<file path="src/rtl/memory_bank_be_if.sv">
// rtl/memory_bank_be_if.sv - command/response bundle for memory_bank_be
// Purpose: groups the memory command inputs and read/status outputs.
// Signals: CS, A, D, BE, WE, RE, CLR (master -> slave); out, valid, busy (slave -> master).
interface memory_bank_be_if #(
  parameter int DATA_W = 32,
  parameter int ADDR_W = 5
);
  logic                  CS;
  logic [ADDR_W-1:0]     A;
  logic [DATA_W-1:0]     D;
  logic [DATA_W/8-1:0]   BE;
  logic                  WE;
  logic                  RE;
  logic                  CLR;
  logic [DATA_W-1:0]     out;
  logic                  valid;
  logic                  busy;

  modport master (
    output CS, A, D, BE, WE, RE, CLR,
    input  out, valid, busy
  );

  modport slave (
    input  CS, A, D, BE, WE, RE, CLR,
    output out, valid, busy
  );
endinterface

</file>
<file path="src/rtl/memory_bank_be.sv">
// rtl/memory_bank_be.sv - single-port byte-enabled RAM with registered read and clear sequencer
// Purpose: word-addressed RAM, DEPTH = 2**ADDR_W words of DATA_W bits.
// Ports: CLK clock; R async active-low reset; bus (slave) carries
//   CS/A/D/BE/WE/RE/CLR commands and out/valid/busy responses.
module memory_bank_be #(
  parameter int DATA_W = 32,
  parameter int ADDR_W = 5
) (
  input  logic             CLK,
  input  logic             R,
  memory_bank_be_if.slave  bus
);
  localparam int DEPTH = 2 ** ADDR_W;
  localparam int NB    = DATA_W / 8;

  localparam logic [0:0] ST_IDLE  = 1'b0;
  localparam logic [0:0] ST_CLEAR = 1'b1;

  logic [0:0]        state;
  logic [ADDR_W-1:0] cnt;
  logic [DATA_W-1:0] mem [DEPTH];

  // CLR has top priority in IDLE and swallows any write/read in the same cycle.
  logic idle_cmd;
  logic wr_acc;
  logic rd_acc;

  always_comb begin
    idle_cmd = (state == ST_IDLE) && !bus.CLR && bus.CS;
    wr_acc   = idle_cmd && bus.WE;
    rd_acc   = idle_cmd && bus.RE;
  end

  // Array has no reset; the sweep zeroes it one word per cycle.
  always_ff @(posedge CLK) begin
    if (state == ST_CLEAR) begin
      mem[cnt] <= '0;
    end else if (wr_acc) begin
      for (int i = 0; i < NB; i++) begin
        if (bus.BE[i]) begin
          mem[bus.A][8*i +: 8] <= bus.D[8*i +: 8];
        end
      end
    end
  end

  // Read samples the pre-write word, giving read-before-write on WE+RE.
  always_ff @(posedge CLK or negedge R) begin
    if (!R) begin
      state     <= ST_CLEAR;
      cnt       <= '0;
      bus.busy  <= 1'b1;
      bus.out   <= '0;
      bus.valid <= 1'b0;
    end else begin
      bus.valid <= 1'b0;
      case (state)
        ST_CLEAR: begin
          cnt <= cnt + 1'b1;
          if (cnt == '1) begin
            state    <= ST_IDLE;
            bus.busy <= 1'b0;
          end
        end
        default: begin
          if (bus.CLR) begin
            state    <= ST_CLEAR;
            cnt      <= '0;
            bus.busy <= 1'b1;
          end else if (rd_acc) begin
            bus.out   <= mem[bus.A];
            bus.valid <= 1'b1;
          end
        end
      endcase
    end
  end
endmodule

</file>
<file path="src/flat_wrapper.sv">
// flat-port wrapper written by rule: the top's interface ports become plain ports
module memory_bank_be_flat 
#(
  parameter int DATA_W = 32,
  parameter int ADDR_W = 5
)
  (CLK, R, bus_CS, bus_A, bus_D, bus_BE, bus_WE, bus_RE, bus_CLR, bus_out, bus_valid, bus_busy);
  memory_bank_be_if #(.DATA_W(DATA_W), .ADDR_W(ADDR_W)) bus_i ();
  input  logic CLK;
  input  logic R;
  input wire logic [$bits(bus_i.CS)-1:0] bus_CS;
  input wire logic [$bits(bus_i.A)-1:0] bus_A;
  input wire logic [$bits(bus_i.D)-1:0] bus_D;
  input wire logic [$bits(bus_i.BE)-1:0] bus_BE;
  input wire logic [$bits(bus_i.WE)-1:0] bus_WE;
  input wire logic [$bits(bus_i.RE)-1:0] bus_RE;
  input wire logic [$bits(bus_i.CLR)-1:0] bus_CLR;
  output wire logic [$bits(bus_i.out)-1:0] bus_out;
  output wire logic [$bits(bus_i.valid)-1:0] bus_valid;
  output wire logic [$bits(bus_i.busy)-1:0] bus_busy;
  assign bus_i.CS = bus_CS;
  assign bus_i.A = bus_A;
  assign bus_i.D = bus_D;
  assign bus_i.BE = bus_BE;
  assign bus_i.WE = bus_WE;
  assign bus_i.RE = bus_RE;
  assign bus_i.CLR = bus_CLR;
  assign bus_out = bus_i.out;
  assign bus_valid = bus_i.valid;
  assign bus_busy = bus_i.busy;
  memory_bank_be #(.DATA_W(DATA_W), .ADDR_W(ADDR_W)) u_core (.CLK(CLK), .R(R), .bus(bus_i));
endmodule
</file>
<file path="config.mk">
export PLATFORM = sky130hd
export DESIGN_NAME = memory_bank_be_flat
export DESIGN_NICKNAME = d
export VERILOG_FILES = /design/src/rtl/memory_bank_be_if.sv /design/src/rtl/memory_bank_be.sv /design/src/flat_wrapper.sv
export SDC_FILE = /design/constraint.sdc
export NUM_CORES = 1
export LEC_CHECK = 0
export BUFFER_PORTS_ARGS = -buffer_cell sky130_fd_sc_hd__buf_2
export CELL_PAD_IN_SITES_DETAIL_PLACEMENT = 0
export CELL_PAD_IN_SITES_GLOBAL_PLACEMENT = 2
export CORE_MARGIN = 5
export CORE_UTILIZATION = 48
export DETAILED_ROUTE_END_ITERATION = 8
export PLACE_DENSITY_LB_ADDON = 0.25
export RECOVER_POWER = 100
export SYNTH_ARGS = -nofsm -noshare
export SYNTH_HDL_FRONTEND = slang
export SYNTH_SLANG_ARGS = --single-unit
</file>
<file path="constraint.sdc">
create_clock -name CLK -period 2.8 [get_ports CLK]
set_input_delay 0 -clock CLK [delete_from_list [all_inputs] [get_ports CLK]]
set_output_delay 0 -clock CLK [all_outputs]
set_load 0.02 [all_outputs]
</file>
After elaboration in Yosys (flattened, before gate mapping)

Memories as Yosys holds them, arrays and structs flattened. A register that Yosys moved wholly into a read port is not among the register bits.
Cells that the tools add are included.

ROM bits: 0
Logic and storage cells: 52
Memories kept: 1
Bits of input ports: 47
Register bits after elaboration: 8
RAM bits: 1024
Bits in latches: 0
Output and inout bits: 34

Reductions and logical operators: 10
Bitwise gates (word level): 2
Multiply operators: 0
Muxes and demuxes: 32
Shift-type cells: 0
Div/mod/pow operators: 0
Equal/unequal tests: 2
Order comparisons: 0
$add $sub $neg: 1

Memory list:

| memory     | depth | bits a word | read ports | clocked after memory_dff | wr ports | line                 | source |
|---|---|---|---|---|---|---|---|
| u_core.mem | 32    | 32          | 1          | 1                        | 1        | memory_bank_be.sv:21 | `logic [DATA_W-1:0] mem [DEPTH];` |

Operators with widths:

| operator              | number |
|---|---|
| $mux W32              | 1 |
| $reduce_or A32 Y1     | 1 |
| $mux W1               | 27 |
| $mux W5               | 3 |
| $add A5 B1 Y5 const B | 1 |
| $eq A5 B5 Y1 const B  | 1 |
| $logic_and A1 B1 Y1   | 4 |
| $mux W4               | 1 |
| $reduce_and A3 Y1     | 1 |
| $logic_not A1 Y1      | 2 |
| $ne A2 B2 Y1 const B  | 1 |
| $not A1 Y1            | 2 |
| $reduce_and A2 Y1     | 1 |
| $reduce_bool A2 Y1    | 1 |

Depth between registers and ports, before layout

Gate-level depths: netlist of run 1.

Word-level depth: 9
Mapped depth: 9
Gate-level depth less buffers: 5

Worst setup path after synthesis of run 1

Ideal clock, no wire load.

Path type: reg-to-reg
Start point: register u_core.state
End point: memory u_core.mem[24][10], enable pin
Clock period less this slack: 2410 ps
Setup time: 370 ps
Required time: 2430 ps
Path buffers: 2
Cell stages (with the launch flop): 8
Path slack: 390 ps
Arrival: 2040 ps
Cells stage by stage: dfstp_2 -> and4bb_2 -> o41a_2 -> mux2i_2 -> or2_1 -> buf_2 -> buf_2 -> nor2_1

Cells in the longest elaborated chain, start to end: 9
Elaborated cells between the ends (all ways): 21
Classes of those cells: mux (16); bitwise (1); reduce/logical (4)

Ends and longest elaborated chain:

| element                                                    | line                 | source |
|---|---|---|
| start, declared                                            | memory_bank_be.sv:19 | `logic [0:0] state;` |
| start signal, assigned                                     | memory_bank_be.sv:50 | `state <= ST_CLEAR;` |
| start signal, assigned                                     | memory_bank_be.sv:61 | `state <= ST_IDLE;` |
| start signal, assigned                                     | memory_bank_be.sv:67 | `state <= ST_CLEAR;` |
| $not A1 Y1 (no source line)                                | -                    |  |
| $logic_and A1 B1 Y1 (2 in series)                          | memory_bank_be.sv:29 | `idle_cmd = (state == ST_IDLE) && !bus.CLR && bus.CS;` |
| $logic_and A1 B1 Y1                                        | memory_bank_be.sv:30 | `wr_acc = idle_cmd && bus.WE;` |
| $mux W1                                                    | memory_bank_be.sv:38 | `end else if (wr_acc) begin` |
| $mux W1                                                    | memory_bank_be.sv:36 | `if (state == ST_CLEAR) begin` |
| $mux W1 (implied by the code)                              | memory_bank_be.sv:41 | `mem[bus.A][8*i +: 8] <= bus.D[8*i +: 8];` |
| $reduce_or A32 Y1 (no source line)                         | -                    |  |
| $mux W5 (no source line) / $mux W4 (equally long branches) | -                    |  |
| end, declared                                              | memory_bank_be.sv:21 |  |

Several ways; a longest one is shown, not always the timed one.

Worst setup path in the final report of run 1

Start point: register u_core.state
End point: memory u_core.mem[12][19], enable pin

Same word-level chain as after synthesis.

==> run_summary.xml, run 1 <==
<?xml version="1.0" encoding="UTF-8"?>
<metrics>
  <group name="status">
    <metric name="status" unit="">finished, violations left</metric>
    <metric name="failed_checks" unit="">max-capacitance violations, max-slew violations</metric>
  </group>
  <group name="die">
    <metric name="core" unit="µm²">88370</metric>
    <metric name="die-width" unit="µm">308.4</metric>
    <metric name="die_area" unit="µm²">95140</metric>
    <metric name="die_h" unit="µm">308.4</metric>
    <metric name="initial_utilization" unit="%">48.38</metric>
    <metric name="standard_cell_rows" unit="">109</metric>
    <metric name="io-pin-count" unit="">81</metric>
  </group>
  <group name="clocking">
    <metric name="clock_sink_count" unit="">1064</metric>
    <metric name="number_of_clock_buffers_inserted_by_tritoncts" unit="">108</metric>
    <metric name="clock-root-buffer" unit="">clkbuf_16</metric>
    <metric name="clockBufferDepth" unit="">3</metric>
    <metric name="worst_setup_hold_path_clk_slew" unit="ns">0.06</metric>
    <metric name="clk_latency" unit="ns">0.68</metric>
    <metric name="h-tree-depth" unit="">3</metric>
    <metric name="clock_tree_from_tritoncts" unit="">yes</metric>
  </group>
  <group name="worst_hold_path">
    <metric name="min_from" unit="">bus_D[26]</metric>
    <metric name="min_path_type" unit="">in2reg</metric>
    <metric name="min_delay_path_depth" unit="">3</metric>
    <metric name="min_delay_worst_endpoint" unit="">u_core.mem[3][26]$_DFFE_PP_</metric>
  </group>
  <group name="power">
    <metric name="netSwitchingFraction" unit="%">26.09</metric>
    <metric name="combPwrFrac" unit="%">13.8</metric>
    <metric name="vdd_ir_drop_max" unit="µV">582.6</metric>
    <metric name="power.internal" unit="mW">29.38</metric>
    <metric name="pwr_density_cell" unit="nW/µm²">808.6</metric>
    <metric name="leakagePower" unit="nW">18.39</metric>
    <metric name="power_frac_clock" unit="%">36.6</metric>
    <metric name="power_frac_seq" unit="%">49.6</metric>
    <metric name="total_switching_power" unit="mW">10.37</metric>
  </group>
  <group name="final_layout">
    <metric name="mostFrequentLayoutCell" unit="">edfxtp_1</metric>
    <metric name="most-common-layout-cells" unit="">edfxtp_1 (1024), mux2i_1 (513), nor2_1 (133)</metric>
    <metric name="nNetsFinal" unit="">2766</metric>
    <metric name="layout.cells.non_filler" unit="">3978</metric>
    <metric name="filler_cell_count" unit="">6913</metric>
    <metric name="share_of_post_route_cells_with_drive_strength_above_1" unit="%">19.84</metric>
    <metric name="seqCellArea" unit="µm²">31750</metric>
    <metric name="multiInputGateArea" unit="µm²">9971</metric>
    <metric name="area.growth.synth_to_final" unit="%">14.98</metric>
    <metric name="final_design_area_no_fill" unit="µm²">49160</metric>
    <metric name="finish.utilization" unit="%">55.62</metric>
  </group>
  <group name="sta">
    <metric name="final_max_slew_viol_count" unit="">27</metric>
    <metric name="worst_clock_skew" unit="ns">0.02360</metric>
    <metric name="slew-limit-headroom" unit="%">-44.87</metric>
    <metric name="totalNegativeSetupSlack" unit="ns">0</metric>
    <metric name="finalHoldWorstSlack" unit="ns">0.1669</metric>
    <metric name="tightestPinTransition" unit="ns">2.173</metric>
    <metric name="fmax" unit="MHz">360.5</metric>
    <metric name="timing.final.hold_violations" unit="">0</metric>
    <metric name="period_needed" unit="ns">2.774</metric>
    <metric name="final-setup-viol-count" unit="">0</metric>
    <metric name="finalCritPeriodShare" unit="%">99.06</metric>
  </group>
  <group name="global_route">
    <metric name="globalRouteOverflowTotal" unit="">0</metric>
    <metric name="grt_util_all_layers" unit="%">22.46</metric>
    <metric name="first_pass_grt_wire_length" unit="µm">157800</metric>
    <metric name="grt_max_degree" unit="">66</metric>
    <metric name="grt_antenna_before_repair" unit="">2</metric>
    <metric name="number_of_global_route_vias_before_repair" unit="">23460</metric>
  </group>
  <group name="critical_path">
    <metric name="critical_path_peak_fanout" unit="">10</metric>
    <metric name="timing.critical_path.required" unit="ns">3.23</metric>
    <metric name="cp-end-kind" unit="">flip-flop</metric>
    <metric name="worst_r2r_setup_slack" unit="ns">0.03</metric>
    <metric name="startpoint_type_of_the_worst_setup_path" unit="">flip-flop</metric>
    <metric name="critPathKind" unit="">reg2reg</metric>
    <metric name="crit_path_start" unit="">u_core.state$_DFF_PN1_</metric>
    <metric name="cp.arrival" unit="ns">3.21</metric>
    <metric name="reg2reg_depth" unit="">6</metric>
    <metric name="r2r-end" unit="">u_core.mem[12][19]$_DFFE_PP_</metric>
    <metric name="r2r_start" unit="">u_core.state$_DFF_PN1_</metric>
  </group>
  <group name="yosys">
    <metric name="synth_enable_flop_cells" unit="">1024</metric>
    <metric name="ys_warn_count" unit="">0</metric>
    <metric name="synth.top_cells.by_area" unit="">edfxtp_1 (72%), mux2i_1 (12%), a22oi_1 (2.2%)</metric>
    <metric name="postSynthAreaPerCell" unit="µm²">17.75</metric>
    <metric name="yosys.area.top_type_share" unit="%">71.92</metric>
    <metric name="syn_nets" unit="">2457</metric>
    <metric name="syn-instance-count" unit="">2408</metric>
    <metric name="yosys.area.top_type" unit="">edfxtp_1</metric>
    <metric name="synthArstFlopShare" unit="%">3.759</metric>
    <metric name="synth.yosys.seq_area_share" unit="%">74.27</metric>
    <metric name="synthFlopType" unit="">edfxtp_1</metric>
    <metric name="synth.ff_latch_count" unit="">1064</metric>
    <metric name="mappedNetlistArea" unit="µm²">42750</metric>
    <metric name="synth.lib_cells_used.distinct" unit="">41</metric>
  </group>
  <group name="routing">
    <metric name="detail_route.drc_violations" unit="">0</metric>
    <metric name="route.detailed.vias_per_inst" unit="">5.819</metric>
    <metric name="detail-route-antenna-nets" unit="">0</metric>
    <metric name="vias" unit="">23150</metric>
    <metric name="routed_wire_length_per_instance" unit="µm">27.20</metric>
    <metric name="detail_route.first_pass.iterations" unit="">5</metric>
    <metric name="detail_route.iter0.violations" unit="">2152</metric>
    <metric name="drt_wl_total" unit="µm">108200</metric>
  </group>
  <group name="place">
    <metric name="hpwl" unit="µm">69610</metric>
    <metric name="placed_cells_incl_taps" unit="">3753</metric>
    <metric name="placedInstanceArea" unit="µm²">45910</metric>
    <metric name="io_buffer_count" unit="">80</metric>
    <metric name="finalWeightedCongestion" unit="">0.7957</metric>
  </group>
  <group name="flow_run">
    <metric name="cap_violations" unit="">1</metric>
  </group>
</metrics>
## routing by layer
metal / routed length (µm) / up-vias / GRT usage, %
li1: - / 10300 / -
met1: 46010 / 11960 / 31.40
met5: 13 / - / 0
met4: 2237 / 2 / 5.525
met2: 53200 / 750 / 37.37
met3: 6741 / 137 / 3.681
## final cells by class
class	count	area share (%)
antenna	1	0.005090
clock buffer	132	5.915
clock inverter	73	1.502
inverter	2	0.01527
multi-input combinational	1177	20.28
sequential	1064	64.59
tap	1165	2.965
timing repair buffer	364	4.721
## logic make-up (layout without fill, tap and decap cells)
group / count (synthesis) / in the layout / share of synthesized area (%)
buffers and inverters: 167 / 571 / 2.277
XOR/XNOR: 1 / 1 / 0.02049
AND/OR/NAND/NOR: 248 / 248 / 2.619
flip-flops: 1064 / 1064 / 74.27
adder cells (fa/ha/maj): 2 / 2 / 0.05852
AO/OA/AOI/OAI: 412 / 412 / 8.712
multiplexers: 514 / 514 / 12.04
other: 0 / 1 / 0
## synthesized netlist by cell type (2+ instances only)
library cell / n
dfrtp_1: 38
nor2_1: 134
mux2i_1: 513
a221oi_2: 52
o22ai_1: 33
edfxtp_1: 1024
o21ai_0: 2
buf_4: 37
buf_1: 17
nand3_1: 2
nor2b_1: 6
a41oi_2: 6
a22o_1: 67
clkbuf_4: 4
dfstp_2: 2
buf_8: 2
ha_1: 2
and2_1: 33
a22oi_1: 128
clkbuf_1: 44
nor4_1: 6
buf_2: 46
o41ai_2: 32
a221oi_1: 12
inv_1: 2
nor3_1: 9
buf_6: 15
or2_1: 4
a31oi_2: 6
a31oi_1: 3
nand2b_1: 12
nand2_1: 37
a21oi_1: 70
## state kept, by name, indices dropped and copies added, names as in the netlist
signal            count
u_core.mem         1024
u_core.bus.out       32
u_core.cnt            5
u_core.bus.busy       1
u_core.bus.valid      1
u_core.state          1
## power groups by stage
| stage | combinational, mW | sequential [mW] | clock [mW] |
|---|---|---|---|
| after detailed placement | 5.83 | 20.0 | 0 |
| after floorplan | 3.10 | 20.0 | 0 |
| after CTS | 5.90 | 19.7 | 14.8 |
| after global routing | 5.87 | 19.8 | 15.5 |
| final | 5.50 | 19.7 | 14.5 |
| after global placement | 5.73 | 20.0 | 0 |
## worst max path at each step
stage | end | depth (start not counted)
global route | u_core.mem[9][28]$_DFFE_PP_ | 7
CTS | u_core.mem[25][9]$_DFFE_PP_ | 7
detailed placement | u_core.mem[19][20]$_DFFE_PP_ | 8
finish | u_core.mem[12][19]$_DFFE_PP_ | 6
floorplan | u_core.mem[24][10]$_DFFE_PP_ | 7
global placement | u_core.mem[19][23]$_DFFE_PP_ | 8
## timing repair
| item | 4_1_cts | 5_1_grt |
|---|---|---|
| setup buffers | 0 | 3 |
| endpoints found under the hold margin | 225 | 0 |
| endpoints found under the setup margin | 188 | 107 |
| hold buffers | 16 | 0 |
| gates resized for setup | 7 | 5 |
## metrics by stage
step           power, mW  setup WS [ns]
3_5_place_dp       25.85        -0.1821
6_report           39.75        0.02625
2_1_floorplan      23.13         0.3900
4_1_cts            40.38        0.01042
3_3_place_gp       25.70        -0.1996
5_1_grt            41.22      -0.001268
## worst max-delay path, cell delays in order, from the launching register on
cell and delay (ns):
dfstp_2 0.37, and4bb_2 0.29, o41a_2 0.30, nor4_1 0.10, a41oi_2 0.93, nor2_1 0.29, buf_4 0.25
Power figures use the tool's default switching activity.
==> inputs of run 2 (changes only) <==
BUFFER_PORTS_ARGS = unset   (was -buffer_cell sky130_fd_sc_hd__buf_2)
CORE_UTILIZATION = 49   (was 48)
DONT_BUFFER_PORTS = 1   (was unset)
==> run 2 against run 1 <==
Net effect:
- the run ends with max-capacitance violations, max-slew violations, negative setup slack left
- sequential power about the same
- global-route usage increased by 0.14 points
- non-clock buffer count fell by 105
- via count fell by 2.1%
- sequential share of layout area increased by 0.36 points
- cell area shrank 0.56%
- clock power up 4%
- utilization up 0.72 points
- count of clock-buffer cells in the layout is 10 lower
- flip-flop and latch count unchanged
- highest routed layer unchanged
==> run_summary.xml, run 2 (same netlist as run 1, synthesis figures left out) <==
<?xml version="1.0" encoding="UTF-8"?>
<metrics>
  <group name="clocking">
    <metric name="clockBufferDepth" unit="">3</metric>
    <metric name="clock_sink_count" unit="">1064</metric>
    <metric name="clock-root-buffer" unit="">clkbuf_16</metric>
    <metric name="worst_setup_hold_path_clk_slew" unit="ns">0.06</metric>
    <metric name="cts_setup_buffers" unit="">0</metric>
    <metric name="h-tree-depth" unit="">3</metric>
    <metric name="clk_latency" unit="ns">0.67</metric>
    <metric name="clock_tree_from_tritoncts" unit="">yes</metric>
    <metric name="number_of_clock_buffers_inserted_by_tritoncts" unit="">107</metric>
  </group>
  <group name="critical_path">
    <metric name="cp.arrival" unit="ns">4.22</metric>
    <metric name="startpoint_type_of_the_worst_setup_path" unit="">primary input</metric>
    <metric name="cp-end-kind" unit="">flip-flop</metric>
    <metric name="r2r-end" unit="">u_core.mem[14][27]$_DFFE_PP_</metric>
    <metric name="r2r_start" unit="">u_core.state$_DFF_PN1_</metric>
    <metric name="critical_path_peak_fanout" unit="">511</metric>
    <metric name="reg2reg_depth" unit="">9</metric>
    <metric name="timing.critical_path.required" unit="ns">3.16</metric>
    <metric name="worst_r2r_setup_slack" unit="ns">-0.01</metric>
    <metric name="critPathKind" unit="">in2reg</metric>
  </group>
  <group name="sta">
    <metric name="postLayoutSetupSlackWorst" unit="ns">-1.058</metric>
    <metric name="timing.final.hold_violations" unit="">0</metric>
    <metric name="slew-limit-headroom" unit="%">-117.0</metric>
    <metric name="tightestPinTransition" unit="ns">3.255</metric>
    <metric name="worst_clock_skew" unit="ns">0.02212</metric>
    <metric name="period_needed" unit="ns">3.858</metric>
    <metric name="fmax" unit="MHz">259.2</metric>
    <metric name="totalNegativeSetupSlack" unit="ns">-709.42</metric>
    <metric name="final_max_slew_viol_count" unit="">298</metric>
    <metric name="rsz0062_at_grt" unit="">yes</metric>
    <metric name="finalCritPeriodShare" unit="%">137.8</metric>
    <metric name="final-setup-viol-count" unit="">1026</metric>
  </group>
  <group name="routing">
    <metric name="drt_wl_total" unit="µm">107900</metric>
    <metric name="detail_route.first_pass.iterations" unit="">6</metric>
    <metric name="vias" unit="">22670</metric>
    <metric name="detail_route.iter0.violations" unit="">2276</metric>
    <metric name="route.detailed.vias_per_inst" unit="">5.871</metric>
    <metric name="detail-route-antenna-nets" unit="">0</metric>
    <metric name="detail_route.drc_violations" unit="">0</metric>
    <metric name="routed_wire_length_per_instance" unit="µm">27.93</metric>
  </group>
  <group name="die">
    <metric name="die-width" unit="µm">305.4</metric>
    <metric name="core" unit="µm²">86750</metric>
    <metric name="initial_utilization" unit="%">49.28</metric>
    <metric name="standard_cell_rows" unit="">108</metric>
    <metric name="io-pin-count" unit="">81</metric>
    <metric name="die_h" unit="µm">305.4</metric>
    <metric name="die_area" unit="µm²">93260</metric>
  </group>
  <group name="worst_hold_path">
    <metric name="min_from" unit="">bus_A[1]</metric>
    <metric name="min_delay_worst_endpoint" unit="">u_core.bus.out[20]$_DFFE_PN0P_</metric>
    <metric name="min_delay_path_depth" unit="">4</metric>
    <metric name="min_path_type" unit="">in2reg</metric>
  </group>
  <group name="power">
    <metric name="pwr_density_cell" unit="nW/µm²">816.9</metric>
    <metric name="vdd_ir_drop_max" unit="µV">682.9</metric>
    <metric name="leakagePower" unit="nW">18.14</metric>
  </group>
  <group name="final_layout">
    <metric name="largest_register_ffs" unit="">1024</metric>
    <metric name="mostFrequentLayoutCell" unit="">edfxtp_1</metric>
    <metric name="layout.cells.non_filler" unit="">3862</metric>
    <metric name="finish.utilization" unit="%">56.35</metric>
    <metric name="area.growth.synth_to_final" unit="%">14.34</metric>
    <metric name="filler_cell_count" unit="">6743</metric>
    <metric name="biggestRegsByFlops" unit="">u_core.mem: 1024 flops, u_core.bus.out: 32 flops, u_core.cnt: 5 flops</metric>
    <metric name="nNetsFinal" unit="">2660</metric>
    <metric name="share_of_post_route_cells_with_drive_strength_above_1" unit="%">17.99</metric>
    <metric name="most-common-layout-cells" unit="">edfxtp_1 (1024), mux2i_1 (513), nor2_1 (132)</metric>
    <metric name="largest-register" unit="">u_core.mem</metric>
  </group>
  <group name="status">
    <metric name="status" unit="">finished, violations left</metric>
    <metric name="failed_checks" unit="">max-capacitance violations, max-slew violations, negative setup slack</metric>
  </group>
  <group name="global_route">
    <metric name="first_pass_grt_wire_length" unit="µm">156100</metric>
    <metric name="grt_max_degree" unit="">512</metric>
    <metric name="grt_util_all_layers" unit="%">22.60</metric>
    <metric name="number_of_global_route_vias_before_repair" unit="">22680</metric>
    <metric name="grt_antenna_before_repair" unit="">9</metric>
    <metric name="globalRouteOverflowTotal" unit="">0</metric>
  </group>
  <group name="flow_run">
    <metric name="cap_violations" unit="">1</metric>
  </group>
  <group name="place">
    <metric name="io_buffer_count" unit="">0</metric>
    <metric name="hpwl" unit="µm">65290</metric>
    <metric name="placed_cells_incl_taps" unit="">3614</metric>
    <metric name="place_ws" unit="ns">-0.1533</metric>
    <metric name="finalWeightedCongestion" unit="">0.8062</metric>
  </group>
</metrics>
## run 2: where the power goes
part | total [mW] | internal [mW] | switching, mW
Combinational | 4.86 | 1.64 | 3.21
Clock | 15.1 | 9.10 | 5.96
Sequential | 20.0 | 19.1 | 0.887
Total | 39.9 | 29.9 | 10.1
## run 2: worst max path at each step
| stage | cells past startpoint | from | to |
|---|---|---|---|
| finish | 5 | bus_A[0] | u_core.mem[4][12]$_DFFE_PP_ |
| global route | 8 | u_core.state$_DFF_PN1_ | u_core.mem[3][12]$_DFFE_PP_ |
| CTS | 9 | u_core.state$_DFF_PN1_ | u_core.mem[14][27]$_DFFE_PP_ |
| detailed placement | 7 | u_core.state$_DFF_PN1_ | u_core.mem[30][9]$_DFFE_PP_ |
| global placement | 8 | u_core.state$_DFF_PN1_ | u_core.mem[20][12]$_DFFE_PP_ |
| floorplan | 7 | u_core.state$_DFF_PN1_ | u_core.mem[24][10]$_DFFE_PP_ |
## run 2: cell type report
cell class                 instances  area [µm²]  share of cell area (%)
antenna                            5       12.51                 0.02560
clock buffer                     122        2795                   5.718
tap                             1155        1445                   2.956
inverter                           2       7.507                 0.01536
timing repair buffer             259        1958                   4.006
multi-input combinational       1177        9946                   20.35
clock inverter                    78       965.9                   1.976
sequential                      1064       31750                   64.96
## run 2: routing by layer
metal,GRT usage (%),up-vias,routed length (µm)
li1,-,10110,-
met1,32.00,11670,46110
met2,37.10,744,52220
met3,3.524,145,6830
met4,6.103,4,2678
met5,0,-,21
## run 2: critical path: stages
cell,delay [ns]
nor2_1,1.53
a31oi_2,0.48
clkbuf_4,0.35
nor2_1,0.12
buf_4,0.19
## run 2: through the flow
step / power (mW) / hold slack, ns / cell area, µm²
finish: 39.93 / 0.05689 / 48880
global route: 41.26 / -0.003930 / 48870
CTS: 40.38 / 0.0007211 / 49340
detailed placement: 25.26 / -0.2887 / 45070
global placement: 25.14 / -0.2887 / 45070
floorplan: 23.13 / -0.2956 / 42750
## run 2: what timing repair did
action | in CTS | in global routing
endpoints found under the setup margin | 480 | 240
gates cloned | 0 | 0
resized for setup | 9 | 2
endpoints found under the hold margin | 1120 | 0
hold buffers | 43 | 0
